### config.mk
export PLATFORM = sky130hd
export DESIGN_NAME = spc700_seq_flat
export DESIGN_NICKNAME = d
export VERILOG_FILES = /design/src/rtl/spc700_seq_pkg.sv /design/src/rtl/spc700_seq_if.sv /design/src/rtl/spc700_seq.sv /design/src/flat_wrapper.sv
export SDC_FILE = /design/constraint.sdc
export NUM_CORES = 1
export LEC_CHECK = 0
export BUFFER_PORTS_ARGS = -buffer_cell sky130_fd_sc_hd__buf_2
export CAP_MARGIN = 20
export CORE_UTILIZATION = 48
export DETAILED_ROUTE_END_ITERATION = 8
export PLACE_DENSITY = 0.76
export SLEW_MARGIN = 5
export SYNTH_ARGS = -nofsm -noshare
export SYNTH_HDL_FRONTEND = slang
export SYNTH_SLANG_ARGS = --single-unit
### constraint.sdc
create_clock -name CLK -period 1.7 [get_ports CLK]
set_clock_uncertainty 0.05 [all_clocks]
set_input_delay 0.255 -clock CLK [delete_from_list [all_inputs] [get_ports CLK]]
set_output_delay 0.255 -clock CLK [all_outputs]
set_load 0.02 [all_outputs]
### src/rtl/spc700_seq_pkg.sv
// Shared spc700 types: microcode stateCtrl encoding, sequencer FSM states,
// and extended-phase lengths for MUL/DIV.
package spc700_seq_pkg;

  typedef enum logic [1:0] {
    SC_NEXT   = 2'd0,
    SC_END    = 2'd1,
    SC_BRANCH = 2'd2,
    SC_EXT    = 2'd3
  } StateCtrl_t;

  typedef enum logic [1:0] {
    SEQ_RUN  = 2'd0,
    SEQ_EXT  = 2'd1,
    SEQ_HALT = 2'd2
  } SeqState_t;

  localparam int EXT_LEN_MUL = 4;
  localparam int EXT_LEN_DIV = 8;

endpackage

### src/rtl/spc700_seq_if.sv
// Sequencer bus: bus-interface/decoder side is master, sequencer is slave.
// Control inputs are sampled on enabled edges; outputs are registered except LAST_CYCLE.
interface spc700_seq_if;
  logic        EN;
  logic [1:0]  STATE_CTRL;
  logic        COND;
  logic [7:0]  DBUS;
  logic        HALT_REQ;
  logic [7:0]  IR;
  logic [3:0]  STATE;
  logic        LAST_CYCLE;
  logic        EXT_BUSY;
  logic        HALTED;
  logic [15:0] RETIRED;

  modport master (
    output EN, STATE_CTRL, COND, DBUS, HALT_REQ,
    input  IR, STATE, LAST_CYCLE, EXT_BUSY, HALTED, RETIRED
  );

  modport slave (
    input  EN, STATE_CTRL, COND, DBUS, HALT_REQ,
    output IR, STATE, LAST_CYCLE, EXT_BUSY, HALTED, RETIRED
  );
endinterface

### src/rtl/spc700_seq.sv
// SPC700 (IR, STATE) sequencer with MUL/DIV extended phase and STOP/SLEEP halt.
// Latency: IR/STATE update on the enabled edge, LAST_CYCLE is combinational; backpressure: EN=0 holds all state.
module spc700_seq
  import spc700_seq_pkg::*;
#(
  parameter logic [7:0] RST_IR = 8'h00,
  parameter logic [7:0] MUL_OP = 8'hCF,
  parameter logic [7:0] DIV_OP = 8'h9E
) (
  input logic        CLK,
  input logic        RST_N,
  spc700_seq_if.slave bus
);

  localparam logic [1:0] S_RUN  = SEQ_RUN;
  localparam logic [1:0] S_EXT  = SEQ_EXT;
  localparam logic [1:0] S_HALT = SEQ_HALT;

  logic [1:0]  fsm_q;
  logic [7:0]  ir_q;
  logic [3:0]  state_q;
  logic        ext_busy_q;
  logic        halted_q;
  logic [15:0] retired_q;
  logic [2:0]  ext_cnt_q;
  logic [2:0]  saved_q;

  StateCtrl_t  sc;
  logic [2:0]  step;
  logic        ext_op;
  logic        go_next;
  logic        finish;
  logic        start_ext;
  logic        ext_last;
  logic [2:0]  ext_cnt_inc;

  assign sc = StateCtrl_t'(bus.STATE_CTRL);

  always_comb begin
    step        = state_q[2:0];
    ext_op      = (ir_q == MUL_OP) || (ir_q == DIV_OP);
    go_next     = (sc == SC_NEXT) || ((sc == SC_BRANCH) && bus.COND) || ((sc == SC_EXT) && !ext_op);
    // Advancing past step 7 has no next microstep, so it retires the instruction.
    finish      = (sc == SC_END) || ((sc == SC_BRANCH) && !bus.COND) || (go_next && (step == 3'd7));
    start_ext   = (sc == SC_EXT) && ext_op;
    ext_cnt_inc = ext_cnt_q + 3'd1;
    ext_last    = (ir_q == DIV_OP) ? (ext_cnt_q == 3'(EXT_LEN_DIV - 1))
                                   : (ext_cnt_q == 3'(EXT_LEN_MUL - 1));
  end

  always_ff @(posedge CLK) begin
    if (!RST_N) begin
      fsm_q      <= S_RUN;
      ir_q       <= RST_IR;
      state_q    <= 4'h0;
      ext_busy_q <= 1'b0;
      halted_q   <= 1'b0;
      retired_q  <= 16'h0000;
      ext_cnt_q  <= 3'd0;
      saved_q    <= 3'd0;
    end else if (bus.EN) begin
      case (fsm_q)
        S_RUN: begin
          if (bus.HALT_REQ) begin
            fsm_q    <= S_HALT;
            halted_q <= 1'b1;
          end else if (finish) begin
            ir_q      <= bus.DBUS;
            state_q   <= 4'h0;
            retired_q <= retired_q + 16'd1;
          end else if (start_ext) begin
            fsm_q      <= S_EXT;
            saved_q    <= step;
            state_q    <= 4'h8;
            ext_cnt_q  <= 3'd0;
            ext_busy_q <= 1'b1;
          end else begin
            state_q <= {1'b0, step + 3'd1};
          end
        end
        S_EXT: begin
          // Return to the step after the EXT microinstruction for writeback.
          if (ext_last) begin
            fsm_q      <= S_RUN;
            state_q    <= {1'b0, saved_q + 3'd1};
            ext_busy_q <= 1'b0;
          end else begin
            ext_cnt_q <= ext_cnt_inc;
            state_q   <= {2'b10, ext_cnt_inc[1:0]};
          end
        end
        S_HALT: fsm_q <= S_HALT;
        default: fsm_q <= S_RUN;
      endcase
    end
  end

  assign bus.IR         = ir_q;
  assign bus.STATE      = state_q;
  assign bus.EXT_BUSY   = ext_busy_q;
  assign bus.HALTED     = halted_q;
  assign bus.RETIRED    = retired_q;
  assign bus.LAST_CYCLE = bus.EN && (fsm_q == S_RUN) && !bus.HALT_REQ && finish;

endmodule

### src/flat_wrapper.sv
// flat-port wrapper written by rule: the top's interface ports become plain ports
module spc700_seq_flat import spc700_seq_pkg::*;
#(
  parameter logic [7:0] RST_IR = 8'h00,
  parameter logic [7:0] MUL_OP = 8'hCF,
  parameter logic [7:0] DIV_OP = 8'h9E
)
  (CLK, RST_N, bus_EN, bus_STATE_CTRL, bus_COND, bus_DBUS, bus_HALT_REQ, bus_IR, bus_STATE, bus_LAST_CYCLE, bus_EXT_BUSY, bus_HALTED, bus_RETIRED);
  spc700_seq_if bus_i ();
  input logic CLK;
  input logic RST_N;
  input wire logic [$bits(bus_i.EN)-1:0] bus_EN;
  input wire logic [$bits(bus_i.STATE_CTRL)-1:0] bus_STATE_CTRL;
  input wire logic [$bits(bus_i.COND)-1:0] bus_COND;
  input wire logic [$bits(bus_i.DBUS)-1:0] bus_DBUS;
  input wire logic [$bits(bus_i.HALT_REQ)-1:0] bus_HALT_REQ;
  output wire logic [$bits(bus_i.IR)-1:0] bus_IR;
  output wire logic [$bits(bus_i.STATE)-1:0] bus_STATE;
  output wire logic [$bits(bus_i.LAST_CYCLE)-1:0] bus_LAST_CYCLE;
  output wire logic [$bits(bus_i.EXT_BUSY)-1:0] bus_EXT_BUSY;
  output wire logic [$bits(bus_i.HALTED)-1:0] bus_HALTED;
  output wire logic [$bits(bus_i.RETIRED)-1:0] bus_RETIRED;
  assign bus_i.EN = bus_EN;
  assign bus_i.STATE_CTRL = bus_STATE_CTRL;
  assign bus_i.COND = bus_COND;
  assign bus_i.DBUS = bus_DBUS;
  assign bus_i.HALT_REQ = bus_HALT_REQ;
  assign bus_IR = bus_i.IR;
  assign bus_STATE = bus_i.STATE;
  assign bus_LAST_CYCLE = bus_i.LAST_CYCLE;
  assign bus_EXT_BUSY = bus_i.EXT_BUSY;
  assign bus_HALTED = bus_i.HALTED;
  assign bus_RETIRED = bus_i.RETIRED;
  spc700_seq #(.RST_IR(RST_IR), .MUL_OP(MUL_OP), .DIV_OP(DIV_OP)) u_core (.CLK(CLK), .RST_N(RST_N), .bus(bus_i));
endmodule
==> flow_summary.yaml <==
run_status:
  status: "finished with violations"
  violations: "negative setup slack"
place:
  dpl_cell_area_um2: 2460
  portBuffers: 45
  gp_congestion: 0.796
  hpwl_mm: 3.44
  placed_cells: 342
die:
  fp.dieH_um: 64.9
  rows: 22
  start_util: 0.511
  core_um2: 3720
  pin_count: 46
  dieArea_um2: 4220
  die_w_um: 64.9
sta:
  maxSlewViolCount: 0
  setup_violations: 37
  hold-worst-slack_ps: 153
  slew_headroom: 0.666
  hold_viol: 0
  fin_ws_ps: -339
  max_freq_mhz: 490
  fin_crit_ps: 2040
  final.period_utilization: 1.20
  tns_ps: -7590
  tightest_slew_ps: 497
  grt_setup_unrepaired: "true"
finish:
  drive_above_1_share: 0.494
  final_cells: 366
  multi_input_area_um2: 1350
  fin_util: 0.810
  fillCellCount: 215
  final_nets: 337
  diodes: 0
  finish.instance_area_um2: 3010
  area_growth_pct: 58.5
  register_area_um2: 774
global_route:
  grt_max_degree: 22
  grt-ovfl-total: 0
  grt_antenna_before_repair: 0
  grt_pass1_vias: 2043
  grt_usage: 0.307
  grt_pass1_wl_mm: 9.76
yosys:
  yosys.area.top_type_share: 0.400
  synthTopCellsByCount: "38 x dfxtp_1, 32 x nand2_1, 22 x a21oi_1, 16 x o21ai_0, 13 x mux2i_1"
  yosysSeqAreaShare: 0.400
  synthCells: 225
  synth_edf_count: 0
  synth_fp_nets: 245
  synthFlopType: "dfxtp_1"
  yosysTopAreaCell: "dfxtp_1"
  ys_top_cells_by_area: "dfxtp_1 40%, mux2i_1 6.8%, nand2_1 6.3%, a21oi_1 5.8%, o21ai_0 4.2%"
  async_flop_share: 0
  synth_cell_type_count: 47
  synth_most_common_cell: "dfxtp_1"
  yosys_warnings: 0
  synth_area_per_cell_um2: 8.45
  synth-seq-cells: 38
  syn_area_um2: 1900
power_and_ir_drop:
  power_leakage_nw: 1.21
  ir_drop_mv: 0.733
  powerDensity_nw_per_um2: 700
clocking:
  cts_max_level: 2
  cts_tree: "built"
  cts_buffer_depth: 2
  clkTransAtPathRegs_ps: 70
  root_buffer: "clkbuf_8"
  cts-buffers-inserted: 5
  numClockSinks: 38
  insertion_delay_ps: 300
  cts_hold_buf: 0
drt:
  avgViaCountPerCell: 6.07
  post_drt_wl_per_cell_um: 18.7
  vias: 2222
  first_pass_iters: 4
  ant_nets: 0
  drc: 0
  drtIter0Drc: 199
  wl_mm: 6.83
job:
  max_cap_viol_count: 0
critical_path:
  crit_fanout: 3
  crit_required_ps: 1390
  crit_path_end_kind: "output port"
  crit_type: "reg -> out"
  cp.arrival_ps: 1730
  critPathLaunchType: "flop"
min_path:
  hold_path_class: "in -> reg"
## power breakdown
part | leakage [nW] | internal (mW) | switching (mW) | total, mW
sequential | 0.311 | 0.906 | 0.0125 | 0.918
clock | 0.0714 | 0.626 | 0.330 | 0.956
combinational | 0.828 | 0.105 | 0.128 | 0.233
total | 1.21 | 1.64 | 0.470 | 2.11
## state kept, by name, indices dropped and copies added, names as in the netlist
signal,count
u_core.bus.EXT_BUSY,1
u_core.bus.HALTED,1
u_core.bus.IR,8
u_core.bus.RETIRED,16
u_core.bus.STATE,4
u_core.ext_cnt_q,3
u_core.fsm_q,2
u_core.saved_q,3
## final timing paths
check / start / endpoint / slack (ps) / cells past startpoint
worst min register to register: u_core.bus.HALTED / u_core.bus.HALTED / 430 / 2
worst min-delay path: bus_DBUS[4] / u_core.bus.IR[4] / 150 / 3
worst max register to register: u_core.bus.IR[4] / u_core.bus.RETIRED[5] / -290 / 9
worst max-delay path: u_core.bus.IR[4] / bus_LAST_CYCLE / -340 / 6
## cell usage in the layout, fill, tap and decap left out, types with 5 or more instances in the layout
cell,count
a21oi_2,10
dfxtp_2,5
o21ai_0,7
clkbuf_8,6
inv_1,6
nand2_1,28
buf_6,12
or3_1,6
buf_2,44
mux2i_1,12
nand3_1,8
buf_4,36
dfxtp_1,31
nand4_1,5
nor2_1,7
a21oi_1,10
## cell type report
type,count,area share
well taps,48,0.0199
clock buffers,6,0.0274
repair buffers,94,0.221
multi-input cells,172,0.447
inverters,6,0.00748
clock inverters,2,0.0199
flip-flops and latches,38,0.257
## what timing repair did
item,CTS,global route
gates cloned,2,0
setup buffers,8,7
gates resized for setup,21,47
pin swaps,7,29
endpoints found under the setup margin,36,37
## per-layer routing
layer	vias up	track usage	wire, µm
met1	1048	0.363	2580
met4	0	0.175	267
met3	33	0.0757	531
met2	130	0.503	3460
li1	1011	-	-
met5	-	0	0
## through the flow
| step | total power [mW] | setup WS, ps |
|---|---|---|
| detailed placement | 1.14 | -215 |
| global placement | 1.13 | -156 |
| global route | 2.17 | -399 |
| floorplan | 1.04 | -81.2 |
| CTS | 2.08 | -350 |
| finish | 2.11 | -339 |
## worst max-delay path: stages (launching register included)
cell and delay, ps:
dfxtp_4 340, buf_4 140, nand3b_1 200, a211o_1 360
a21oi_4 190, nor2b_4 80, buf_6 130
## cells by family (layout without fill, tap and decap cells)
family	after synthesis	in the layout	share of synthesized area
fa+ha+maj	5	5	0.0329
compound gates	60	61	0.192
simple gates	91	91	0.258
buf+inv	16	108	0.0395
mux	13	13	0.0685
xor+xnor	2	2	0.00922
flops	38	38	0.400
Note: power is estimated with default switching activity, not from simulation.
